**src/rtl/sd_sector_dma_pkg.sv**
```systemverilog
// rtl/sd_sector_dma_pkg.sv - shared states, error codes and sizing for the SD sector DMA
package sd_sector_dma_pkg;

  typedef enum logic [2:0] {
    S_IDLE,
    S_WAIT_RDY,
    S_ISSUE,
    S_RECV,
    S_DRAIN,
    S_DONE,
    S_ERROR
  } state_t;

  typedef enum logic [1:0] {
    ERR_NONE    = 2'd0,
    ERR_RDY_TO  = 2'd1,
    ERR_DATA_TO = 2'd2,
    ERR_OVF     = 2'd3
  } err_t;

  localparam int DEFAULT_SECTOR_BYTES = 512;
  localparam int BCNT_W               = 10;
  localparam int TMO_W                = 25;

  function automatic logic is_busy(input state_t s);
    return !((s == S_IDLE) || (s == S_DONE) || (s == S_ERROR));
  endfunction

endpackage

```
**src/rtl/sd_sector_dma_word_fifo.sv**
```systemverilog
// rtl/sd_sector_dma_word_fifo.sv - word FIFO between the byte packer and the RAM write port
module sd_word_fifo #(
  parameter int W     = 32,
  parameter int DEPTH = 4
) (
  input  logic         clk,
  input  logic         rst_n,
  input  logic         flush,
  input  logic         push,
  input  logic         pop,
  input  logic [W-1:0] din,
  output logic [W-1:0] dout,
  output logic         full,
  output logic         empty
);

  localparam int PW = $clog2(DEPTH);
  localparam logic [PW:0] FULL_CNT = (PW+1)'(DEPTH);

  logic [W-1:0]  r_mem [DEPTH];
  logic [PW-1:0] r_rd;
  logic [PW-1:0] r_wr;
  logic [PW:0]   r_cnt;
  logic          w_pop;
  logic          w_push;

  assign empty  = (r_cnt == '0);
  assign full   = (r_cnt == FULL_CNT);
  assign dout   = r_mem[r_rd];
  assign w_pop  = pop & ~empty;
  // A push into a full FIFO is only accepted when the head leaves in the same cycle.
  assign w_push = push & (~full | w_pop);

  always_ff @(posedge clk or negedge rst_n) begin
    if (!rst_n) begin
      r_rd  <= '0;
      r_wr  <= '0;
      r_cnt <= '0;
    end else if (flush) begin
      r_rd  <= '0;
      r_wr  <= '0;
      r_cnt <= '0;
    end else begin
      if (w_push) r_wr <= r_wr + 1'b1;
      if (w_pop)  r_rd <= r_rd + 1'b1;
      case ({w_push, w_pop})
        2'b10:   r_cnt <= r_cnt + 1'b1;
        2'b01:   r_cnt <= r_cnt - 1'b1;
        default: r_cnt <= r_cnt;
      endcase
    end
  end

  always_ff @(posedge clk) begin
    if (w_push && !flush) r_mem[r_wr] <= din;
  end

endmodule

```
**src/rtl/sd_sector_dma.sv**
```systemverilog
// rtl/sd_sector_dma.sv - sequences sd_controller for one sector read and writes it into RAM
module sd_sector_dma
  import sd_sector_dma_pkg::*;
#(
  parameter int ADDR_W       = 12,
  parameter int SECTOR_BYTES = DEFAULT_SECTOR_BYTES,
  parameter int FIFO_DEPTH   = 4,
  parameter int TIMEOUT_CYC  = 25_000_000
) (
  input  logic              CLOCK_50,
  input  logic              KEY0,
  input  logic              start,
  input  logic [31:0]       sector,
  input  logic [ADDR_W-1:0] dst_waddr,
  output logic              busy,
  output logic              done,
  output logic [1:0]        err_code,
  output logic              sd_rd,
  output logic [31:0]       sd_address,
  input  logic              sd_ready,
  input  logic              sd_byte_available,
  input  logic [7:0]        sd_dout,
  output logic              mem_req,
  output logic [ADDR_W-1:0] mem_waddr,
  output logic [31:0]       mem_wdata,
  input  logic              mem_gnt
);

  localparam logic [BCNT_W-1:0] LAST_BYTE = BCNT_W'(SECTOR_BYTES - 1);
  localparam logic [TMO_W-1:0]  TMO_LAST  = TMO_W'(TIMEOUT_CYC - 1);

  state_t             r_state;
  err_t               r_err;
  logic               r_done;
  logic               r_sd_rd;
  logic [31:0]        r_sector;
  logic [ADDR_W-1:0]  r_dst;
  logic [ADDR_W-1:0]  r_wcnt;
  logic               r_avail_d;
  logic               r_edge;
  logic [7:0]         r_byte;
  logic [23:0]        r_pack;
  logic [BCNT_W-1:0]  r_bcnt;
  logic [TMO_W-1:0]   r_timer;

  logic               w_xfer;
  logic               w_pop;
  logic               w_word_done;
  logic               w_ovf;
  logic               w_fifo_push;
  logic [31:0]        w_push_word;
  logic [31:0]        w_head;
  logic               w_full;
  logic               w_empty;
  logic               w_flush;
  logic               w_tmo;

  assign busy       = is_busy(r_state);
  assign done       = r_done;
  assign err_code   = r_err;
  assign sd_rd      = r_sd_rd;
  assign sd_address = r_sector;

  // Write side only runs while the sector is in flight; in ERROR the FIFO is being flushed.
  assign w_xfer      = (r_state == S_RECV) || (r_state == S_DRAIN);
  assign mem_req     = w_xfer & ~w_empty;
  assign mem_waddr   = r_dst + r_wcnt;
  assign mem_wdata   = w_head;
  assign w_pop       = mem_req & mem_gnt;
  assign w_word_done = (r_state == S_RECV) & r_edge & (r_bcnt[1:0] == 2'd3);
  assign w_ovf       = w_word_done & w_full & ~w_pop;
  assign w_fifo_push = w_word_done & ~w_ovf;
  assign w_push_word = {r_byte, r_pack};
  assign w_flush     = (r_state == S_ERROR);
  assign w_tmo       = (r_timer == TMO_LAST);

  sd_word_fifo #(
    .W     (32),
    .DEPTH (FIFO_DEPTH)
  ) u_fifo (
    .clk   (CLOCK_50),
    .rst_n (KEY0),
    .flush (w_flush),
    .push  (w_fifo_push),
    .pop   (w_pop),
    .din   (w_push_word),
    .dout  (w_head),
    .full  (w_full),
    .empty (w_empty)
  );

  always_ff @(posedge CLOCK_50 or negedge KEY0) begin
    if (!KEY0) begin
      r_state   <= S_IDLE;
      r_err     <= ERR_NONE;
      r_done    <= 1'b0;
      r_sd_rd   <= 1'b0;
      r_sector  <= '0;
      r_dst     <= '0;
      r_wcnt    <= '0;
      r_avail_d <= 1'b0;
      r_edge    <= 1'b0;
      r_byte    <= '0;
      r_pack    <= '0;
      r_bcnt    <= '0;
      r_timer   <= '0;
    end else begin
      // Byte strobe is a level; one byte per rising edge, consumed a cycle later.
      r_avail_d <= sd_byte_available;
      r_edge    <= sd_byte_available & ~r_avail_d;
      r_byte    <= sd_dout;
      if (w_pop) r_wcnt <= r_wcnt + 1'b1;

      case (r_state)
        S_IDLE, S_DONE, S_ERROR: begin
          if (start) begin
            r_state  <= S_WAIT_RDY;
            r_sector <= sector;
            r_dst    <= dst_waddr;
            r_done   <= 1'b0;
            r_err    <= ERR_NONE;
            r_wcnt   <= '0;
            r_bcnt   <= '0;
            r_timer  <= '0;
          end
        end
        S_WAIT_RDY: begin
          if (sd_ready) begin
            r_state <= S_ISSUE;
            r_sd_rd <= 1'b1;
            r_timer <= '0;
          end else if (w_tmo) begin
            r_state <= S_ERROR;
            r_err   <= ERR_RDY_TO;
          end else begin
            r_timer <= r_timer + 1'b1;
          end
        end
        S_ISSUE: begin
          if (!sd_ready) begin
            r_state <= S_RECV;
            r_sd_rd <= 1'b0;
            r_timer <= '0;
          end else if (w_tmo) begin
            r_state <= S_ERROR;
            r_sd_rd <= 1'b0;
            r_err   <= ERR_RDY_TO;
          end else begin
            r_timer <= r_timer + 1'b1;
          end
        end
        S_RECV: begin
          if (w_ovf) begin
            r_state <= S_ERROR;
            r_err   <= ERR_OVF;
          end else if (r_edge) begin
            case (r_bcnt[1:0])
              2'd0:    r_pack[7:0]   <= r_byte;
              2'd1:    r_pack[15:8]  <= r_byte;
              2'd2:    r_pack[23:16] <= r_byte;
              default: r_pack        <= r_pack;
            endcase
            r_bcnt  <= r_bcnt + 1'b1;
            r_timer <= '0;
            if (r_bcnt == LAST_BYTE) r_state <= S_DRAIN;
          end else if (w_tmo) begin
            r_state <= S_ERROR;
            r_err   <= ERR_DATA_TO;
          end else begin
            r_timer <= r_timer + 1'b1;
          end
        end
        S_DRAIN: begin
          if (w_empty) begin
            r_state <= S_DONE;
            r_done  <= 1'b1;
          end
        end
        default: r_state <= S_IDLE;
      endcase
    end
  end

endmodule
```
**config.mk**
```make
export PLATFORM = sky130hd
export DESIGN_NAME = sd_sector_dma
export DESIGN_NICKNAME = d
export VERILOG_FILES = /design/src/rtl/sd_sector_dma_pkg.sv /design/src/rtl/sd_sector_dma_word_fifo.sv /design/src/rtl/sd_sector_dma.sv
export SDC_FILE = /design/constraint.sdc
export NUM_CORES = 1
export LEC_CHECK = 0
export CORE_ASPECT_RATIO = 1.2
export CORE_MARGIN = 2
export CORE_UTILIZATION = 60
export CTS_CLUSTER_SIZE = 25
export DETAILED_ROUTE_END_ITERATION = 10
export PLACE_DENSITY = 0.85
export SETUP_SLACK_MARGIN = 0.1
export SLEW_MARGIN = 20
export SYNTH_ARGS = -nofsm -noshare
export SYNTH_HDL_FRONTEND = slang
export SYNTH_HIERARCHICAL = 1
export SYNTH_SLANG_ARGS = --single-unit
```
**constraint.sdc**
```tcl
create_clock -name CLOCK_50 -period 6.7 [get_ports CLOCK_50]
set_input_delay 1.005 -clock CLOCK_50 [delete_from_list [all_inputs] [get_ports CLOCK_50]]
set_output_delay 1.005 -clock CLOCK_50 [all_outputs]
set_load 0.1 [all_outputs]
```
# Word level (Yosys, flattened, before mapping)
# Memories as Yosys holds them, arrays and structs flattened.
# Cells that the tools add are included.
# totals
ff_bits	139
latch_bits	0
ram_bits	128
rom_bits	0
inputBits	58
out_inout_bits	82
elab_cells	141
mem_count	1
# op_classes
n_addsub	8
multipliers	0
div_mod_pow	0
order_cmp	0
eq_ne	25
shift	0
n_mux	46
n_bitwise	16
n_reduce_logical	27
# memory_table
name	words	word_bits	rd	rd_clocked_by_memory_dff	wr	line	source
u_fifo.r_mem	4	32	1	0	1	sd_sector_dma_word_fifo.sv:20	logic [W-1:0] r_mem [DEPTH];
# ops
op	count
two-way mux 25 bit	6
case mux 25 bit (4 select lines)	1
two-way mux 12 bit	3
two-way mux 10 bit	3
two-way mux 3 bit	9
adder 25 x 1 -> 25 bit (second input constant)	1
equality test 25 bit (second input constant)	1
two-way mux 2 bit	11
case mux 10 bit (2 select lines)	1
AND reduction 4 bit	4
case mux 3 bit (5 select lines)	1
adder 12 x 1 -> 12 bit (second input constant)	1
adder 12 bit	1
equality test 3 bit (second input constant)	4
inequality test 2 bit (second input constant)	6
AND reduction 3 bit	4
adder 10 x 1 -> 10 bit (second input constant)	1
bitwise AND 1 bit	10
equality test 10 x 9 -> 1 bit (second input constant)	1
nonzero test 2 bit	5
inequality test 3 bit (second input constant)	3
case mux 2 bit (4 select lines)	1
two-way mux 1 bit	7
equality test 2 bit (second input constant)	3
22 further kinds	34

# Depth between registers and ports, before layout
# depth
word_depth	12
ltp_mapped	13
mapped_depth_nobuf	10

# Cells and area by module
# Netlist, hierarchy kept.
# modules_own_cells
module	n_inst	cells_per_inst	area_per_inst_um2	seq_area_each_um2
sd_sector_dma	1	569	6459.9	3303.2
sd_word_fifo	1	234	5281.3	4018.9

# Worst setup path before layout
# OpenSTA, ideal clock, no wires.
# synth_path
path_type	register -> output
startpoint	register r_wcnt[0]
endpoint	output mem_waddr[8]
arrival_time_ns	3.028
required_time_ns	5.695
setup_slack_ns	2.667
path_stages_with_launch	9
cell_sequence	dfrtp_1 ha_1 inv_1 fa_1 nor2b_1 o21ai_0 a21o_1 a21oi_1 xor2_1
# synth_between
elab_chain_len	1
# synth_rtl
item	line	source
start, declared	sd_sector_dma.sv:38	logic [ADDR_W-1:0] r_wcnt;
start signal, assigned	sd_sector_dma.sv:112	if (w_pop) r_wcnt <= r_wcnt + 1'b1;
adder 12 bit	sd_sector_dma.sv:67	assign mem_waddr = r_dst + r_wcnt;
end, declared	sd_sector_dma.sv:24	output logic [ADDR_W-1:0] mem_waddr,
# Every way passes these cells.

# Final worst setup path
# layout_path
startpoint	register r_wcnt[0]
endpoint	output mem_waddr[10]
# Same word-level chain as after synthesis.

==> impl_metrics.py <==
metrics = {
    "place": {
        "portBuffers": 139,
        "place_congestion": 0.873,
        "dpl.hpwl_mm": 14.7,
        "post_dp_cell_area_um2": 13300,
    },
    "logic_synthesis": {
        "netlist_area_um2": 11700,
        "synth_seq_area_share": 0.624,
        "synth.most_common_cell": "dfrtp_1",
        "synth_largest_area_cell": "edfxtp_1",
        "ys_async_sr_fraction": 0.521,
        "ys_ff_latch": 267,
        "syn_area_per_cell_um2": 14.6,
        "synth.top_cells.by_count": "139 x dfrtp_1, 128 x edfxtp_1, 70 x mux2_2",
        "synth_warnings": 6,
        "syn_inst": 803,
        "synth_ff_type": "dfrtp_1",
        "synth_edf_count": 128,
        "netlist_top_cells_area": "edfxtp_1 33%, dfrtp_1 30%, mux2_2 6.7%, mux4_2 5.4%, xnor2_1 2.8%",
        "synth_cell_type_count": 67,
        "yosys.area.top_type_share": 0.327,
        "synth_nets": 884,
    },
    "global_routing": {
        "grt_remaining_overflow": 0,
        "grt_pass1_wl_mm": 36.7,
        "grt_usage": 0.222,
        "grt_max_degree": 73,
        "antenna_found_initial": 0,
        "grt_pass1_vias": 7248,
    },
    "min_path": {
        "whs_endpoint": "r_edge",
        "min_path_type": "flip-flop to flip-flop",
        "min_from": "r_avail_d",
        "holdPathStages": 1,
    },
    "cts": {
        "cts.reportedPaths.clkPinSlew_ps": 60,
        "post-cts-setup-buffers": 0,
        "hold_buffers": 0,
        "ctsResizeCount": 0,
        "cts_tree": "done",
        "cts-htree-levels": 1,
        "cts_root_buffer": "clkbuf_16",
        "worst_skew_pair.late_latency_ps": 520,
        "cts_sinks": 267,
        "clk_path_buf_depth": 3,
        "cts_inserted_buffers": 25,
    },
    "detailed_routing": {
        "routed_wl_mm": 22.7,
        "viasPerCell": 5.79,
        "routedWlPerCell_um": 18.6,
        "dr.pass1.iters": 5,
        "drc": 0,
        "ant_nets": 0,
        "drtIter0Drc": 333,
        "via_count": 7086,
    },
    "floorplan": {
        "row_count": 56,
        "ioPinCount": 140,
        "dieArea_um2": 20700,
        "core_um2": 19300,
        "start_util": 0.607,
        "die_h_um": 157,
        "chipWidth_um": 132,
    },
    "timing": {
        "fin_tns_setup_ps": 0,
        "grt_setup_unrepaired": "no",
        "fin_crit_ps": 4660,
        "fin_skew_ps": 14.9,
        "slew_violations": 0,
        "timing.final.hold_violations": 0,
        "fmax_mhz": 215,
        "fin_crit_sh": 0.696,
        "setup_viol": 0,
        "max_slew.worst_pin.slew_ps": 1030,
        "relSlewSlack": 0.308,
    },
    "finish": {
        "drive_above_1_share": 0.184,
        "fin_area_um2": 14200,
        "final_nets": 1025,
        "diodes": 0,
        "syn_to_final_growth_pct": 20.6,
    },
    "run_status": {
        "status": "finished, final reports clean",
    },
    "worst_setup_path": {
        "critPathMaxStageDelay_ps": 1130,
        "ff2ff_path_depth": 9,
        "path_cells": "ha_1, inv_1, fa_1, nor2b_1, o21ai_0, a21o_1, a21oi_1, nand4_1, nand3_1, clkdlybuf4s50_1",
        "crit_arrival_ps": 3660,
        "r2r_slack_ps": 3080,
        "crit_buf_inv": 2,
        "r2r_start": "r_state[2]",
        "cp-end-kind": "output port",
        "regToRegEndpoint": "u_fifo/r_mem[3][14]",
        "critPathTopFamily": "buffers and inverters",
        "start_kind": "flip-flop",
        "cp_slowest_cell": "clkdlybuf4s50_1",
        "cp_max_fo": 4,
        "cp.required_ps": 5690,
        "crit_type": "flip-flop to output port",
    },
    "power_and_ir_drop": {
        "power.density_nw_per_um2": 442,
        "p_leak_uw": 0.00541,
        "peakVddDrop_uv": 521,
    },
    "job": {
        "maxCapViolCount": 0,
    },
}
## cell usage in the layout, fill, tap and decap left out, drive strengths merged, types with 5 or more instances in the layout
| cell | n |
|---|---|
| clkdlybuf4s50 | 138 |
| mux2 | 70 |
| nand3 | 24 |
| nand4 | 7 |
| xnor2 | 37 |
| dfrtp | 139 |
| nor4b | 5 |
| clkbuf | 31 |
| a21o | 5 |
| edfxtp | 128 |
| mux4 | 32 |
| nor2 | 65 |
| clkinv | 8 |
| nor3 | 20 |
| and3 | 13 |
| a21oi | 17 |
| inv | 19 |
| xor2 | 14 |
| nor2b | 7 |
| o211ai | 5 |
| or2 | 5 |
| and2 | 5 |
| nand2 | 28 |
| a31oi | 5 |
| ha | 21 |
| nand2b | 10 |
| buf | 12 |
| nor4 | 9 |
| or3 | 5 |
| o21ai | 24 |
## logic make-up after synthesis
group                    Yosys count  synth area share
XOR/XNOR                          51            0.0380
buffers and inverters             54            0.0276
multiplexers                     104             0.132
flip-flops                       267             0.624
AND/OR/NAND/NOR                  217             0.101
AO/OA/AOI/OAI                     87            0.0522
adder cells (fa/ha/maj)           23            0.0258
## worst max path at each step
stage,end,cells after the start,startpoint
floorplan,mem_waddr[8],8,r_wcnt[0]
global placement,mem_waddr[10],10,r_wcnt[0]
detailed placement,mem_waddr[10],10,r_wcnt[0]
CTS,mem_waddr[10],10,r_wcnt[0]
global route,mem_waddr[10],10,r_wcnt[0]
finish,mem_waddr[10],10,r_wcnt[0]
## power by group
group | leakage [uW] | internal, uW | total, uW | switching (uW)
combinational | 0.00205 | 716 | 2490 | 1770
clock | 0.000422 | 876 | 1470 | 595
sequential | 0.00294 | 2040 | 2300 | 252
## per-layer routing
layer,GRT usage,routed length [um]
met1,0.269,9170
met2,0.410,11800
met3,0.0432,1310
met4,0.0575,447
met5,0,0
## metrics by stage
stage	cells	total power (uW)	hold WS, ps	worst slack (ps)	util
finish	1224	6260	398	2040	0.732
global route	1224	6500	425	1800	0.732
CTS	1224	6300	404	2020	0.732
detailed placement	1178	4820	395	2580	0.688
global placement	1178	4770	384	2630	0.688
floorplan	803	4250	378	2670	-
## worst reg2reg max path: stages (launching register included)
cell      delay (ps)
dfrtp_1          710
or3b_4           480
a211oi_4         210
buf_4            300
nand2b_1         150
and3_1           300
inv_1            160
nor3_1           340
and2_1           180
buf_4            430
## cell type report
cell class                 count  area, um2
clock buffer                  31        678
inverter                      18       67.6
multi-input combinational    482       4100
clock inverter                15        189
sequential                   267       7330
timing repair buffer         150       1480
fill                        1251       5170
tap                          261        327
## registers in the layout, indices dropped and copies added, names as in the netlist
register / flops
done: 1
err_code: 2
r_avail_d: 1
r_bcnt: 10
r_byte: 8
r_dst: 12
r_edge: 1
r_pack: 24
r_state: 3
r_timer: 25
r_wcnt: 12
sd_address: 32
sd_rd: 1
u_fifo/r_cnt: 3
u_fifo/r_mem: 128
u_fifo/r_rd: 2
u_fifo/r_wr: 2
(Power assumes the default switching activity.)
